===== config.mk =====
export PLATFORM = sky130hd
export DESIGN_NAME = write_ptr_block_flat
export DESIGN_NICKNAME = d
export VERILOG_FILES = /design/src/rtl/write_ptr_block_pkg.sv /design/src/rtl/write_ptr_block_if.sv /design/src/rtl/write_ptr_block_gray2bin.sv /design/src/rtl/write_ptr_block.sv /design/src/flat_wrapper.sv
export SDC_FILE = /design/constraint.sdc
export NUM_CORES = 1
export LEC_CHECK = 0
export BUFFER_PORTS_ARGS = -buffer_cell sky130_fd_sc_hd__buf_2
export CELL_PAD_IN_SITES_DETAIL_PLACEMENT = 0
export CELL_PAD_IN_SITES_GLOBAL_PLACEMENT = 1
export CORE_AREA = 2 2 53 55
export DETAILED_ROUTE_END_ITERATION = 7
export DIE_AREA = 0 0 55 57
export PLACE_DENSITY_LB_ADDON = 0.1
export SYNTH_ARGS = -nofsm -noshare
export SYNTH_HDL_FRONTEND = slang
export SYNTH_HIERARCHICAL = 1
export SYNTH_SLANG_ARGS = --single-unit

===== constraint.sdc =====
create_clock -name w_clk -period 1.8 [get_ports w_clk]
set_input_delay 0.09 -clock w_clk [delete_from_list [all_inputs] [get_ports w_clk]]
set_output_delay 0.09 -clock w_clk [all_outputs]
set_load 0.005 [all_outputs]

===== src/rtl/write_ptr_block_pkg.sv =====
// Shared async-FIFO definitions: default geometry and the binary-to-Gray helper
// used by both pointer blocks.
package fifo_pkg;
   localparam int ADDR_WIDTH = 3;
   localparam int PTR_W      = ADDR_WIDTH + 1;

   // Width-agnostic: callers cast in and out of 32 bits.
   function automatic logic [31:0] bin2gray(input logic [31:0] b);
      return b ^ (b >> 1);
   endfunction
endpackage


===== src/rtl/write_ptr_block_if.sv =====
// Write-side FIFO pointer bus. The master modport belongs to the producer or
// CDC wrapper, and the slave modport belongs to write_ptr_block.
interface write_ptr_block_if #(
   parameter int ADDR_WIDTH = fifo_pkg::ADDR_WIDTH
);
   logic                  w_en;
   logic [ADDR_WIDTH:0]   g_rptr_sync;
   logic [ADDR_WIDTH:0]   g_wptr;
   logic [ADDR_WIDTH:0]   b_wptr;
   logic [ADDR_WIDTH-1:0] w_addr;
   logic                  wr_fire;
   logic                  full;
   logic                  almost_full;
   logic [ADDR_WIDTH:0]   fill_level;
   logic                  overflow;

   modport master (
      output w_en, g_rptr_sync,
      input  g_wptr, b_wptr, w_addr, wr_fire, full, almost_full, fill_level, overflow
   );

   modport slave (
      input  w_en, g_rptr_sync,
      output g_wptr, b_wptr, w_addr, wr_fire, full, almost_full, fill_level, overflow
   );
endinterface


===== src/rtl/write_ptr_block_gray2bin.sv =====
// Combinational Gray-to-binary converter. Each output bit is the XOR of the
// Gray bits from the MSB down to that bit's position.
module gray2bin #(
   parameter int WIDTH = fifo_pkg::PTR_W
) (
   input  logic [WIDTH-1:0] gray_i,
   output logic [WIDTH-1:0] bin_o
);
   for (genvar i = 0; i < WIDTH; i++) begin : g_bit
      assign bin_o[i] = ^gray_i[WIDTH-1:i];
   end
endmodule


===== src/rtl/write_ptr_block.sv =====
// Write-domain pointer pair and full/level flags for the async FIFO. The
// synchronized Gray read pointer is compared against the next write pointer.
module write_ptr_block #(
   parameter int ADDR_WIDTH     = fifo_pkg::ADDR_WIDTH,
   parameter int ALMOST_FULL_TH = 6
) (
   input  logic               w_clk,
   input  logic               wrst,
   write_ptr_block_if.slave   bus
);
   localparam int PTR_W = ADDR_WIDTH + 1;
   localparam logic [PTR_W-1:0] AF_TH = PTR_W'(ALMOST_FULL_TH);

   logic [PTR_W-1:0] b_q, b_d;
   logic [PTR_W-1:0] g_q, g_d;
   logic [PTR_W-1:0] level_q, level_d;
   logic             full_q, full_d;
   logic             af_q, af_d;
   logic             ovf_q, ovf_d;
   logic             fire;
   logic [PTR_W-1:0] b_rsync;
   logic [PTR_W-1:0] g_rptr_lap;

   gray2bin #(.WIDTH(PTR_W)) u_rsync (
      .gray_i (bus.g_rptr_sync),
      .bin_o  (b_rsync)
   );

   assign fire = bus.w_en & ~full_q;

   // In Gray code, "one lap ahead" means the top two bits are inverted.
   assign g_rptr_lap = {~bus.g_rptr_sync[PTR_W-1:PTR_W-2], bus.g_rptr_sync[PTR_W-3:0]};

   always_comb begin
      b_d     = b_q + {{ADDR_WIDTH{1'b0}}, fire};
      g_d     = PTR_W'(fifo_pkg::bin2gray(32'(b_d)));
      level_d = b_d - b_rsync;
      full_d  = (g_d == g_rptr_lap);
      af_d    = (level_d >= AF_TH);
      ovf_d   = ovf_q | (bus.w_en & full_q);
   end

   always_ff @(posedge w_clk or posedge wrst) begin
      if (wrst) begin
         b_q     <= '0;
         g_q     <= '0;
         level_q <= '0;
         full_q  <= 1'b0;
         af_q    <= 1'b0;
         ovf_q   <= 1'b0;
      end else begin
         b_q     <= b_d;
         g_q     <= g_d;
         level_q <= level_d;
         full_q  <= full_d;
         af_q    <= af_d;
         ovf_q   <= ovf_d;
      end
   end

   assign bus.g_wptr      = g_q;
   assign bus.b_wptr      = b_q;
   assign bus.w_addr      = b_q[ADDR_WIDTH-1:0];
   assign bus.wr_fire     = fire;
   assign bus.full        = full_q;
   assign bus.almost_full = af_q;
   assign bus.fill_level  = level_q;
   assign bus.overflow    = ovf_q;
endmodule


===== src/flat_wrapper.sv =====
// flat-port wrapper written by rule: the top's interface ports become plain ports
module write_ptr_block_flat 
#(
   parameter int ADDR_WIDTH     = fifo_pkg::ADDR_WIDTH,
   parameter int ALMOST_FULL_TH = 6
)
  (w_clk, wrst, bus_w_en, bus_g_rptr_sync, bus_g_wptr, bus_b_wptr, bus_w_addr, bus_wr_fire, bus_full, bus_almost_full, bus_fill_level, bus_overflow);
  write_ptr_block_if #(.ADDR_WIDTH(ADDR_WIDTH)) bus_i ();
  input  logic w_clk;
  input  logic wrst;
  input wire logic [$bits(bus_i.w_en)-1:0] bus_w_en;
  input wire logic [$bits(bus_i.g_rptr_sync)-1:0] bus_g_rptr_sync;
  output wire logic [$bits(bus_i.g_wptr)-1:0] bus_g_wptr;
  output wire logic [$bits(bus_i.b_wptr)-1:0] bus_b_wptr;
  output wire logic [$bits(bus_i.w_addr)-1:0] bus_w_addr;
  output wire logic [$bits(bus_i.wr_fire)-1:0] bus_wr_fire;
  output wire logic [$bits(bus_i.full)-1:0] bus_full;
  output wire logic [$bits(bus_i.almost_full)-1:0] bus_almost_full;
  output wire logic [$bits(bus_i.fill_level)-1:0] bus_fill_level;
  output wire logic [$bits(bus_i.overflow)-1:0] bus_overflow;
  assign bus_i.w_en = bus_w_en;
  assign bus_i.g_rptr_sync = bus_g_rptr_sync;
  assign bus_g_wptr = bus_i.g_wptr;
  assign bus_b_wptr = bus_i.b_wptr;
  assign bus_w_addr = bus_i.w_addr;
  assign bus_wr_fire = bus_i.wr_fire;
  assign bus_full = bus_i.full;
  assign bus_almost_full = bus_i.almost_full;
  assign bus_fill_level = bus_i.fill_level;
  assign bus_overflow = bus_i.overflow;
  write_ptr_block #(.ADDR_WIDTH(ADDR_WIDTH), .ALMOST_FULL_TH(ALMOST_FULL_TH)) u_core (.w_clk(w_clk), .wrst(wrst), .bus(bus_i));
endmodule

Word level (Yosys, flattened, before mapping)
Index checks and enable logic that the tools add are counted.

$add $sub $neg: 2. Reductions and logical operators: 3. Magnitude comparators: 1. Bitwise logic cells: 6. Eq/ne operators: 1.

Operators with widths (count): adder 4 x 1 -> 4 bit (1); == test 4 bit (1); >= comparator 4 x 3 -> 1 bit (second input constant) (1); XOR reduction 4 bit (1); subtractor 4 bit (1); XOR 4 x 3 -> 4 bit (1); XOR reduction 3 bit (1); bitwise AND 1 bit (2); inverter 2 bit (1); XOR reduction 2 bit (1); inverter 1 bit (1); bitwise OR 1 bit (1).

Input port bits: 7. Word-level logic and storage cells: 19. Register bits: 15. Output and inout bits: 19.

Logic depth before layout (Yosys ltp)
Gate-level depths: netlist of the first run.

Word-level depth: 5. Gate-level depth with buffers: 8. Depth with buffers taken out: 8.

By module
The synthesis of the first run kept the hierarchy.

By module, submodules not included: write_ptr_block (times used 1, area an instance 750.7 um2, sequential area each 350.3 um2, cells an instance 65); gray2bin (times used 1, area an instance 50.0 um2, sequential area each 0.0 um2, cells an instance 5).

Worst setup path after synthesis of the first run
OpenSTA, ideal clock, no wires.

Path kind: reg-to-reg. Start point: register u_core.full_q (netlist: u_core/bus.full). End point: register u_core.af_q (netlist: u_core/bus.almost_full). Required time: 1666 ps. Setup time: 134 ps. Clock period less this slack: 2060 ps. Cell stages (with the launch flop): 9. Data arrival time: 1926 ps. Setup slack: -260 ps. Path buffers: 0. Cell sequence: dfrtp_1 -> nor2b_1 -> ha_1 -> ha_1 -> ha_1 -> nor2b_1 -> o21ai_0 -> nor3b_1 -> o22ai_1.

Cells in the longest elaborated chain, start to end: 5.

RTL lines: start, declared (line write_ptr_block.sv:17) `logic full_q, full_d;`; start signal, assigned (line write_ptr_block.sv:55) `full_q <= full_d;`; inverter 1 bit (line write_ptr_block.sv:29) `assign fire = bus.w_en & ~full_q;`; bitwise AND 1 bit (line write_ptr_block.sv:29); via bus_wr_fire (line flat_wrapper.sv:16) `output wire logic [$bits(bus_i.wr_fire)-1:0] bus_wr_fire;`; adder 4 x 1 -> 4 bit (line write_ptr_block.sv:35) `b_d = b_q + {{ADDR_WIDTH{1'b0}}, fire};`; via u_core.b_d[1] (line write_ptr_block.sv:14) `logic [PTR_W-1:0] b_q, b_d;`; subtractor 4 bit (line write_ptr_block.sv:37) `level_d = b_d - b_rsync;`; >= comparator 4 x 3 -> 1 bit (line write_ptr_block.sv:39) `af_d = (level_d >= AF_TH);`; via u_core.af_d (line write_ptr_block.sv:18) `logic af_q, af_d;`; end signal, assigned (line write_ptr_block.sv:49) `af_q <= 1'b0;`; end signal, assigned (line write_ptr_block.sv:56) `af_q <= af_d;`; end, declared (line write_ptr_block.sv:18).

The timed path passes the listed nets, and every way through them passes these cells.

Worst setup path in the final report of the first run
Start point: register u_core.full_q (netlist: u_core/bus.full). End point: register u_core.af_q (netlist: u_core/bus.almost_full).

Cells in the longest elaborated chain, start to end: 5.

RTL lines (line): inverter 1 bit (write_ptr_block.sv:29); bitwise AND 1 bit (write_ptr_block.sv:29); adder 4 x 1 -> 4 bit (write_ptr_block.sv:35); via u_core.b_d[2] (write_ptr_block.sv:14); subtractor 4 bit (write_ptr_block.sv:37); >= comparator 4 x 3 -> 1 bit (write_ptr_block.sv:39); via u_core.af_d (write_ptr_block.sv:18).

The timed path passes the listed nets, and every way through them passes these cells.

==> results of run 1 <==
==> synth_stat cells, drive strengths merged <==
library cell,n,share of area (%)
dfrtp,14,44
inv,10,4.7
xnor2,8,8.8
xor2,7,9.5
buf,5,4.7
ha,5,7.8
nor2b,3,2.3
nor2,2,0.94
o21ai,2,1.3
o22ai,2,1.6
a21bo,1,1.3
a21boi,1,0.94
a21o,1,0.94
a222oi,1,1.3
a31oi,1,0.78
and3,1,0.78
fa,1,2.5
mux2i,1,1.3
nand2,1,0.47
nand3,1,0.62
nor3b,1,0.94
xor3,1,3.0
==> routing by layer <==
metal | vias to the layer above | global-route usage [%]
met5 | - | 0
met4 | 0 | 4.181
met3 | 2 | 4.712
met2 | 18 | 16.84
met1 | 266 | 15.20
li1 | 302 | -
==> area by class of cell <==
class                   count  area (sq um)  share of cell area, %
multi-input cells          41         459.2                  39.25
flip-flops and latches     14         350.3                  29.95
repair buffers             41         247.7                  21.18
well taps                  31         38.79                  3.316
inverters                  10         37.54                  3.209
clock buffers               4         36.28                  3.102
==> stage by stage <==
step	util (%)	TNS (ps)	instance area, sq um
floorplan	-	-32.44	870.8
global placement	41.87	-41.66	1095
detailed placement	41.87	-205.7	1095
CTS	44.45	-143.7	1162
global route	44.74	-468.7	1170
finish	44.74	-81.42	1170
==> kinds of logic (layout without fill, tap and decap cells) <==
group / after synthesis / after routing / synth area share (%)
muxes: 1 / 1 / 1.250
AOI/OAI and AO/OA: 9 / 9 / 7.970
adders and majority gates: 6 / 6 / 10.31
xor gates and xnor gates: 16 / 16 / 21.25
and+or+nand+nor: 9 / 9 / 6.094
buffers and inverters: 15 / 55 / 9.376
DFF: 14 / 14 / 43.75
==> power groups by stage <==
stage	combinational (mW)	clock [mW]	sequential (mW)
floorplan	0.939	0	0.619
global route	1.69	0.255	0.613
CTS	1.52	0.243	0.597
global placement	1.45	0	0.591
detailed placement	1.46	0	0.597
finish	1.50	0.228	0.591
==> how the worst max path moves through the flow <==
stage | to | startpoint | cells past startpoint
after global placement | u_core/bus.almost_full | u_core/bus.full | 8
after detailed placement | u_core/bus.almost_full | u_core/bus.full | 8
after CTS | u_core/bus.almost_full | u_core/bus.full | 8
final | u_core/bus.almost_full | u_core/bus.full | 8
after global routing | u_core/bus.almost_full | u_core/bus.full | 8
after floorplan | u_core/bus.almost_full | u_core/bus.full | 8
==> worst max-delay path, stage by stage, from the launching register on <==
cell	delay, ps
dfrtp_1	400
nor2b_2	130
ha_2	210
ha_4	160
xor2_4	230
ha_4	240
o21ai_2	60
nor3b_4	210
o22ai_1	90
==> repair_timing <==
action	4_1_cts	5_1_grt
endpoints found under the hold margin	14	0
endpoints found under the setup margin	3	4
pin swaps	4	0
resized for setup	2	0
hold buffers	1	0
buffers inserted	1	1
==> cell usage in the layout, fill, tap and decap left out <==
master / n
buf_2: 25
buf_4: 15
dfrtp_1: 14
inv_1: 10
xnor2_1: 8
xor2_1: 4
clkbuf_4: 3
ha_4: 3
xor2_2: 2
nor2_1: 2
o22ai_1: 2
clkbuf_8: 1
dlygate4sd3_1: 1
nor2b_2: 1
nand3_1: 1
a21bo_2: 1
xor2_4: 1
nor2b_4: 1
o21ai_2: 1
xor3_1: 1
a21boi_1: 1
nor3b_4: 1
a21o_1: 1
o21ai_0: 1
nor2b_1: 1
nand2_1: 1
a31oi_1: 1
mux2i_1: 1
a222oi_1: 1
and3_1: 1
fa_1: 1
ha_1: 1
ha_2: 1
==> flip-flops by register name, summed over array words and instances (netlist names) <==
name / flops
u_core/bus.almost_full: 1
u_core/bus.b_wptr: 4
u_core/bus.fill_level: 4
u_core/bus.full: 1
u_core/bus.g_wptr: 3
u_core/bus.overflow: 1
==> impl_metrics.toml, run 1 <==
[finish]
n_antenna_cell = 0
areaGrowthSynthToFinish_pct = 46.09
drive_above_1_share_pct = 50.91
fillers = 267
nets = 124
fin_cells = 141

[die]
dieArea_sq_um = 3135
chipHeight_microns = 57
ioPinCount = 26
die_w_microns = 55
std_cell_rows = 19
fp.coreArea_sq_um = 2615
initial_utilization_pct = 30.62

[critical_path]
cp.required_ps = 1970
crit_fanout = 5
r2r_setup_slack_ps = -50
cp.arrival_ps = 2020
worstReg2RegEnd = "u_core/bus.almost_full"
rr_startpoint = "u_core/bus.full"
rr_worst_depth = 8
criticalPathCategory = "flip-flop to flip-flop"
end_kind = "flip-flop"
start_kind = "flip-flop"

[clock_network]
tritoncts = "built"
cts-htree-levels = 1
cts.clk_slew.worst_paths_ps = 90
clkSinkCount = 14
cts_buffer_depth = 2
cts_buffers = 3
clock-root-buffer = "clkbuf_4"
insertion_delay_ps = 280

[pwr]
clock_power_share_pct = 9.8
intPower_mw = 1.481
pwr_density_cell_nw_per_um2 = 1986
p_leak_nw = 0.5884
p_comb_share_pct = 64.8
ir_drop_mv = 0.8713
finalPower_mw = 2.323
p_switching_mw = 0.8424
power_frac_seq_pct = 25.4
p_sw_share_pct = 36.26

[synth]
synth_cells = 70
ys_ff_latch = 14
ys_types = 23
seq_area_frac_synth_pct = 43.75
syn_nets = 83
syn-cell-area_sq_um = 800.8
yosysWarningCount = 6
synth_area_per_cell_sq_um = 11.44

[route]
drt_wl_total_mm = 1.578
drc = 0
met2_length_microns = 749
wl_per_cell_microns = 11.19
topRoutingLayerUsed = "met4"
drtIter0Drc = 3
vias = 588
viasPerCell = 4.170
antenna_left = 0
routed-wl-met3_microns = 88
drt-met1-wl_microns = 729
first_pass_iters = 4

[placement]
port_buffers = 25
gp_congestion = 0.7455
dp_hpwl_mm = 1.266
place_inst = 134
post-place-ws_ps = -110.4

[timing]
hold_viol = 0
worst_hold_slack_ps = 13.82
layout_setup_ws_ps = -52.19
min_period_ps = 1852
rsz0062_at_grt = "true"
relSlewSlack_pct = 62.35
fmax_ghz = 0.5399
drv_slew = 0
finalCritPeriodShare_pct = 102.9
setup_viol = 3
finalClockSkew_ps = 3.402
tightest_slew_ps = 564.1

[grt]
overflow = 0
antenna_found_initial = 0
grt_pass1_vias = 567
track_usage_pct = 11.51
grt_pass1_wl_mm = 2.546
grt_max_degree = 15

[run_status]
violations = "setup timing"
status = "finished, violations left"

[worst_hold_path]
hold_path_depth = 2
hold_path_class = "input pin to flip-flop"
hold_start = "bus_w_en"
hold_path_end = "u_core/bus.overflow"

[job]
cap_violations = 0
Power figures use the tool's default switching activity.
==> run 2, diff against run 1 <==
Settings changed: ABC_AREA set to 1, CORE_AREA 2 2 53 55 to 2 2 55 57, DIE_AREA 0 0 55 57 to 0 0 57 59, PLACE_DENSITY_LB_ADDON 0.1 to 0.25.
==> run 2 against run 1 <==
- the run now ends clean
- global-route usage shrank 0.86 points
- design area shrank 1.2%
- non-clock buffer count shrank 9
- routed wire length grew 3.3%
- first-iteration DRC count grew to 5.3 times the previous value
- critical path type unchanged
==> impl_metrics.toml, run 2 <==
[synth]
ys_ff_latch = 14
yosys.area_share.simple_pct = 29.30
synthTopCellsByArea = "dfrtp_1, nand2_1, inv_1"
netlist.area_leader.share_pct = 40.82
synth_compound_area_share_pct = 2.624
ys_types = 15
synth_xor_area_share_pct = 3.061
synth_area_per_cell_sq_um = 7.664
syn_nets = 125
async_reset_ff_share_pct = 100.0
synth_commonest_cells = "nand2_1, inv_1, dfrtp_1, nand3_1"
synthFlopType = "dfrtp_1"
yosysWarningCount = 6
synth.most_common_cell = "nand2_1"
synth_top_family_by_area = "simple AND/OR/NAND/NOR gates"
synth-edff-count = 0
yosysTopAreaCell = "dfrtp_1"
syn-cell-area_sq_um = 858.3
synthMuxAreaShare_pct = 0
seq_area_frac_synth_pct = 40.82
synthAdderAreaFrac_pct = 9.621
synth_cells = 112

[route]
met2_length_microns = 739
topRoutingLayerUsed = "met4"
drt_wl_total_mm = 1.630
wl_per_cell_microns = 9.368
vias = 733
first_pass_iters = 4
antenna_left = 0
drt-met1-wl_microns = 795
routed-wl-met3_microns = 61
viasPerCell = 4.213
drc = 0
drtIter0Drc = 16

[grt]
grt_max_degree = 15
antenna_found_initial = 0
track_usage_pct = 10.65
grt_pass1_wl_mm = 2.684
overflow = 0
grt_pass1_vias = 630

[run_status]
status = "finished, final reports clean"

[critical_path]
cp.required_ps = 1960
worstReg2RegEnd = "u_core/bus.almost_full"
criticalPathCategory = "flip-flop to flip-flop"
start_kind = "flip-flop"
end_kind = "flip-flop"
rr_startpoint = "u_core/bus.full"
r2r_setup_slack_ps = 10
cp.arrival_ps = 1950
crit_fanout = 3
max_stage_delay_ps = 530
rr_worst_depth = 8
crit_chain = "nor2_2 > ha_4 > ha_4 > inv_1 > fa_2 > inv_1 > nand2_1 > nand3_2"
crit_path_top_delay_cell = "fa_2"

[pwr]
p_sw_share_pct = 40.97
power_frac_seq_pct = 26.5
clock_power_share_pct = 10.2
ir_drop_mv = 0.7610
intPower_mw = 1.283
p_comb_share_pct = 63.3
p_leak_nw = 0.6669
pwr_density_cell_nw_per_um2 = 1880
p_switching_mw = 0.8904

[clock_network]
clock-root-buffer = "clkbuf_4"
cts.clk_slew.worst_paths_ps = 90
insertion_delay_ps = 270
tritoncts = "built"
cts_buffers = 3
clkSinkCount = 14
cts_buffer_depth = 2
cts-htree-levels = 1

[timing]
hold_viol = 0
fmax_ghz = 0.5589
finalClockSkew_ps = 2.052
finalCritPeriodShare_pct = 99.41
relSlewSlack_pct = 65.26
drv_slew = 0
setup_viol = 0
worst_hold_slack_ps = 29.66
min_period_ps = 1789
rsz0062_at_grt = "true"
tightest_slew_ps = 520.5

[die]
chipHeight_microns = 59
initial_utilization_pct = 31.67
die_w_microns = 57
std_cell_rows = 19
ioPinCount = 26
fp.coreArea_sq_um = 2710
dieArea_sq_um = 3363

[placement]
port_buffers = 25
dpl_cell_area_sq_um = 1052
gp_congestion = 0.7525
dp_hpwl_mm = 1.385

[finish]
fillers = 288
seqCellArea_sq_um = 350.3
final_cell_mix = "nand2_1, buf_2, inv_1"
areaGrowthSynthToFinish_pct = 34.69
multi_input_area_sq_um = 462.9
drive_above_1_share_pct = 38.46
postLayoutCoreUtil_pct = 42.66
n_antenna_cell = 0
final_area_sq_um = 1156
nets = 157
final_common_cell = "nand2_1"

[worst_hold_path]
hold_start = "bus_w_en"
hold_path_depth = 2
hold_path_class = "input pin to flip-flop"
hold_path_end = "u_core/bus.overflow"

[job]
cap_violations = 0
[run 2: changes by cell type after synthesis, moves of 3 or more]
cell	delta
inv_1	+12
nand3_1	+9
nor2b_1	-3
nand2_1	+38
nand2_2	+4
xor2_1	-5
xnor2_1	-5
[run 2: cell type report]
type,count,area share [%]
sequential,14,30.30
tap,31,3.355
multi-input combinational,70,40.04
timing repair buffer,32,15.58
inverter,23,7.576
clock buffer,4,3.139
[run 2: worst max-delay path by stage]
stage | startpoint | to
floorplan | u_core/bus.full | u_core/bus.almost_full
global placement | u_core/bus.full | u_core/bus.almost_full
detailed placement | u_core/bus.full | u_core/bus.almost_full
CTS | u_core/bus.full | u_core/bus.almost_full
global route | u_core/bus.full | u_core/bus.almost_full
finish | u_core/bus.full | u_core/bus.almost_full
[run 2: critical path: cells and delay by family (launching register included)]
| kind | cells | cell delay, ps |
|---|---|---|
| and+or+nand+nor | 3 | 190 |
| DFF | 1 | 390 |
| adders and majority gates | 3 | 990 |
| buffers and inverters | 2 | 120 |
[run 2: through the flow]
| stage | TNS [ps] | power, mW | cells | setup slack [ps] |
|---|---|---|---|---|
| finish | 0 | 2.173 | 174 | 10.70 |
| CTS | -10.69 | 2.116 | 173 | -10.69 |
| detailed placement | -50.71 | 1.814 | 168 | -50.71 |
| global placement | 0 | 1.799 | 168 | 16.10 |
| global route | -258.4 | 2.411 | 174 | -113.3 |
| floorplan | 0 | 1.401 | 112 | 10.01 |
[run 2: kinds of logic after synthesis]
| group | after synthesis |
|---|---|
| adder cells (fa/ha/maj) | 6 |
| AND/OR/NAND/NOR | 58 |
| AO/OA/AOI/OAI | 3 |
| buffers and inverters | 28 |
| flip-flops | 14 |
| XOR/XNOR | 3 |
[run 2: power by group through the flow]
stage               logic (mW)  clock network [mW]  registers (mW)
CTS                       1.31               0.230           0.577
global route              1.57               0.246           0.597
finish                    1.38               0.222           0.575
floorplan                0.799                   0           0.602
detailed placement        1.24                   0           0.576
global placement          1.22                   0           0.574
[run 2: metal layers]
metal | vias to the layer above | track usage (%)
li1 | 394 | -
met1 | 321 | 13.85
met2 | 16 | 16.75
met3 | 2 | 1.310
met4 | 0 | 6.977
met5 | - | 0
[run 2: timing repair]
action,in CTS,in global routing
endpoints found under the setup margin,1,3
setup buffers,0,1
pin swaps,3,6
endpoints found under the hold margin,14,0
hold buffers,1,0
resized for setup,5,6
==> run 3, diff against run 2 <==
Settings changed: CORE_AREA 2 2 55 57 to 2 2 54 56, DIE_AREA 0 0 57 59 to 0 0 56 58, SYNTH_HIERARCHICAL 1 to not set.
==> run 3 against run 2 <==
- global-route usage grew 0.72 points
- critical endpoint is now u_core.bus.almost_full
- total power is 12% higher
- worst hold slack improved by 4.8 ps
- critical path depth is the same
- highest routed layer unchanged
- worst setup slack improved by 34 ps
- die area down 3.4%
- design area decreased by 0.76%
- critical path type unchanged
- clock power fell by 21%
- synthesized area down 8.7%
==> impl_metrics.toml, run 3 <==
[synth]
synthTopCellsByArea = "dfrtp_1, nand2_1, ha_1"
synthFlopType = "dfrtp_1"
syn-cell-area_sq_um = 783.3
seq_area_frac_synth_pct = 44.73
synth_area_per_cell_sq_um = 8.703
async_reset_ff_share_pct = 100.0
synth.most_common_cell = "nand2_1"
netlist.area_leader.share_pct = 44.73
ys_types = 17
yosysWarningCount = 0
synth-edff-count = 0
synth_commonest_cells = "nand2_1, inv_1, dfrtp_1, nand3_1, ha_1"
ys_ff_latch = 14
synth_cells = 90
syn_nets = 103
yosysTopAreaCell = "dfrtp_1"

[critical_path]
criticalPathCategory = "flip-flop to flip-flop"
end_kind = "flip-flop"
cp.required_ps = 1960
cp.arrival_ps = 1920
start_kind = "flip-flop"
r2r_setup_slack_ps = 40
crit_fanout = 3

[finish]
areaGrowthSynthToFinish_pct = 46.49
fin_cells = 157
postLayoutCoreUtil_pct = 43.09
final_common_cell = "buf_2"
drive_above_1_share_pct = 48.41
n_antenna_cell = 0
nets = 141
final_cell_mix = "buf_2, nand2_1, dfrtp_1"

[grt]
grt_pass1_vias = 593
grt_pass1_wl_mm = 2.739
overflow = 0
grt_max_degree = 15
antenna_found_initial = 0
track_usage_pct = 11.36

[die]
die_w_microns = 56
initial_utilization_pct = 29.42
dieArea_sq_um = 3248
chipHeight_microns = 58
ioPinCount = 26
std_cell_rows = 19
fp.coreArea_sq_um = 2663

[route]
vias = 689
drt_wl_total_mm = 1.649
drc = 0
antenna_left = 0
topRoutingLayerUsed = "met4"
viasPerCell = 4.389
wl_per_cell_microns = 10.50
drtIter0Drc = 3
met2_length_microns = 781
routed-wl-met3_microns = 62
drt-met1-wl_microns = 789
first_pass_iters = 4

[placement]
port_buffers = 25
place_inst = 147
gp_congestion = 0.7222
post-place-ws_ps = -55.01
dp_hpwl_mm = 1.333

[timing]
fmax_ghz = 0.5697
worst_hold_slack_ps = 34.50
hold_viol = 0
finalCritPeriodShare_pct = 97.52
finalClockSkew_ps = 8.538
setup_viol = 0
drv_slew = 0
layout_setup_ws_ps = 44.69
rsz0062_at_grt = "true"
min_period_ps = 1755
relSlewSlack_pct = 62.99
tightest_slew_ps = 554.5

[clock_network]
cts-htree-levels = 1
clock-root-buffer = "clkbuf_4"
cts_buffer_depth = 2
cts.clk_slew.worst_paths_ps = 80
insertion_delay_ps = 280
clkSinkCount = 14
tritoncts = "built"
cts_buffers = 3

[pwr]
ir_drop_mv = 1.076
pwr_density_cell_nw_per_um2 = 2125
finalPower_mw = 2.438
p_leak_nw = 0.6171

[worst_hold_path]
hold_path_class = "input pin to flip-flop"

[job]
cap_violations = 0

[run_status]
status = "finished, final reports clean"
==> run 3: cell types whose count changed in the layout (fill, tap and decap cells not counted), sizes merged, moves of 2 or more <==
| cell | change |
|---|---|
| buf | +5 |
| nand2 | -18 |
| xor2 | +2 |
| inv | -5 |
==> run 3: cell type report <==
cell class | count | area [sq um]
multi-input cells | 55 | 451.7
flip-flops and latches | 14 | 350.3
well taps | 31 | 38.79
repair buffers | 37 | 217.7
clock buffers | 3 | 22.52
fillers | 291 | 1515
inverters | 17 | 66.31
==> run 3: where the power goes <==
group | leakage (nW) | switching (mW) | internal [mW]
Clock | 0.0138 | 0.0986 | 0.0774
Combinational | 0.438 | 0.797 | 0.885
Sequential | 0.166 | 0.0974 | 0.483
==> run 3: worst paths after layout <==
check	startpoint	endpoint	depth (start not counted)
worst min-delay path	bus_w_en	u_core.bus.overflow	2
worst min register to register	u_core.bus.overflow	u_core.bus.overflow	1
worst max register to register	u_core.bus.full	u_core.bus.almost_full	8
max in group asynchronous	wrst	u_core.bus.fill_level[1]	3
worst max-delay path	u_core.bus.full	u_core.bus.almost_full	8
min in group asynchronous	wrst	u_core.bus.g_wptr[2]	3
==> run 3: through the flow <==
| step | TNS, ps | area [sq um] |
|---|---|---|
| global route | -29.94 | 1147 |
| global placement | -29.12 | 988.4 |
| finish | 0 | 1147 |
| floorplan | 0 | 817.0 |
| CTS | 0 | 1049 |
| detailed placement | -55.01 | 988.4 |
==> run 3: routing by layer <==
layer / vias to the layer above / track usage, %
met5: - / 0
met2: 19 / 17.48
li1: 352 / -
met3: 2 / 2.009
met1: 316 / 15.31
met4: 0 / 6.122
==> run 3: kinds of logic (layout without fill, tap and decap cells) <==
logic type	after synthesis	after routing	synth area share, %
buf+inv	21	57	11.98
flops	14	14	44.73
fa+ha+maj	6	6	10.54
compound gates	3	3	2.556
xor+xnor	6	6	7.669
simple gates	40	40	22.52
==> run 3: timing repair <==
item,in CTS,in global routing
setup endpoints to repair,1,3
hold buffers,1,0
gates resized for setup,5,13
endpoints found under the hold margin,14,0
setup buffers,1,5
gates cloned,0,0
pin swaps,1,7
==> run 3: worst max-delay path: stages (launching register included) <==
cell     delay, ps
dfrtp_1        390
nor2_4          60
ha_4           290
inv_4           40
ha_4           150
fa_2           560
inv_2           40
nand2_2         60
nand3_2         50
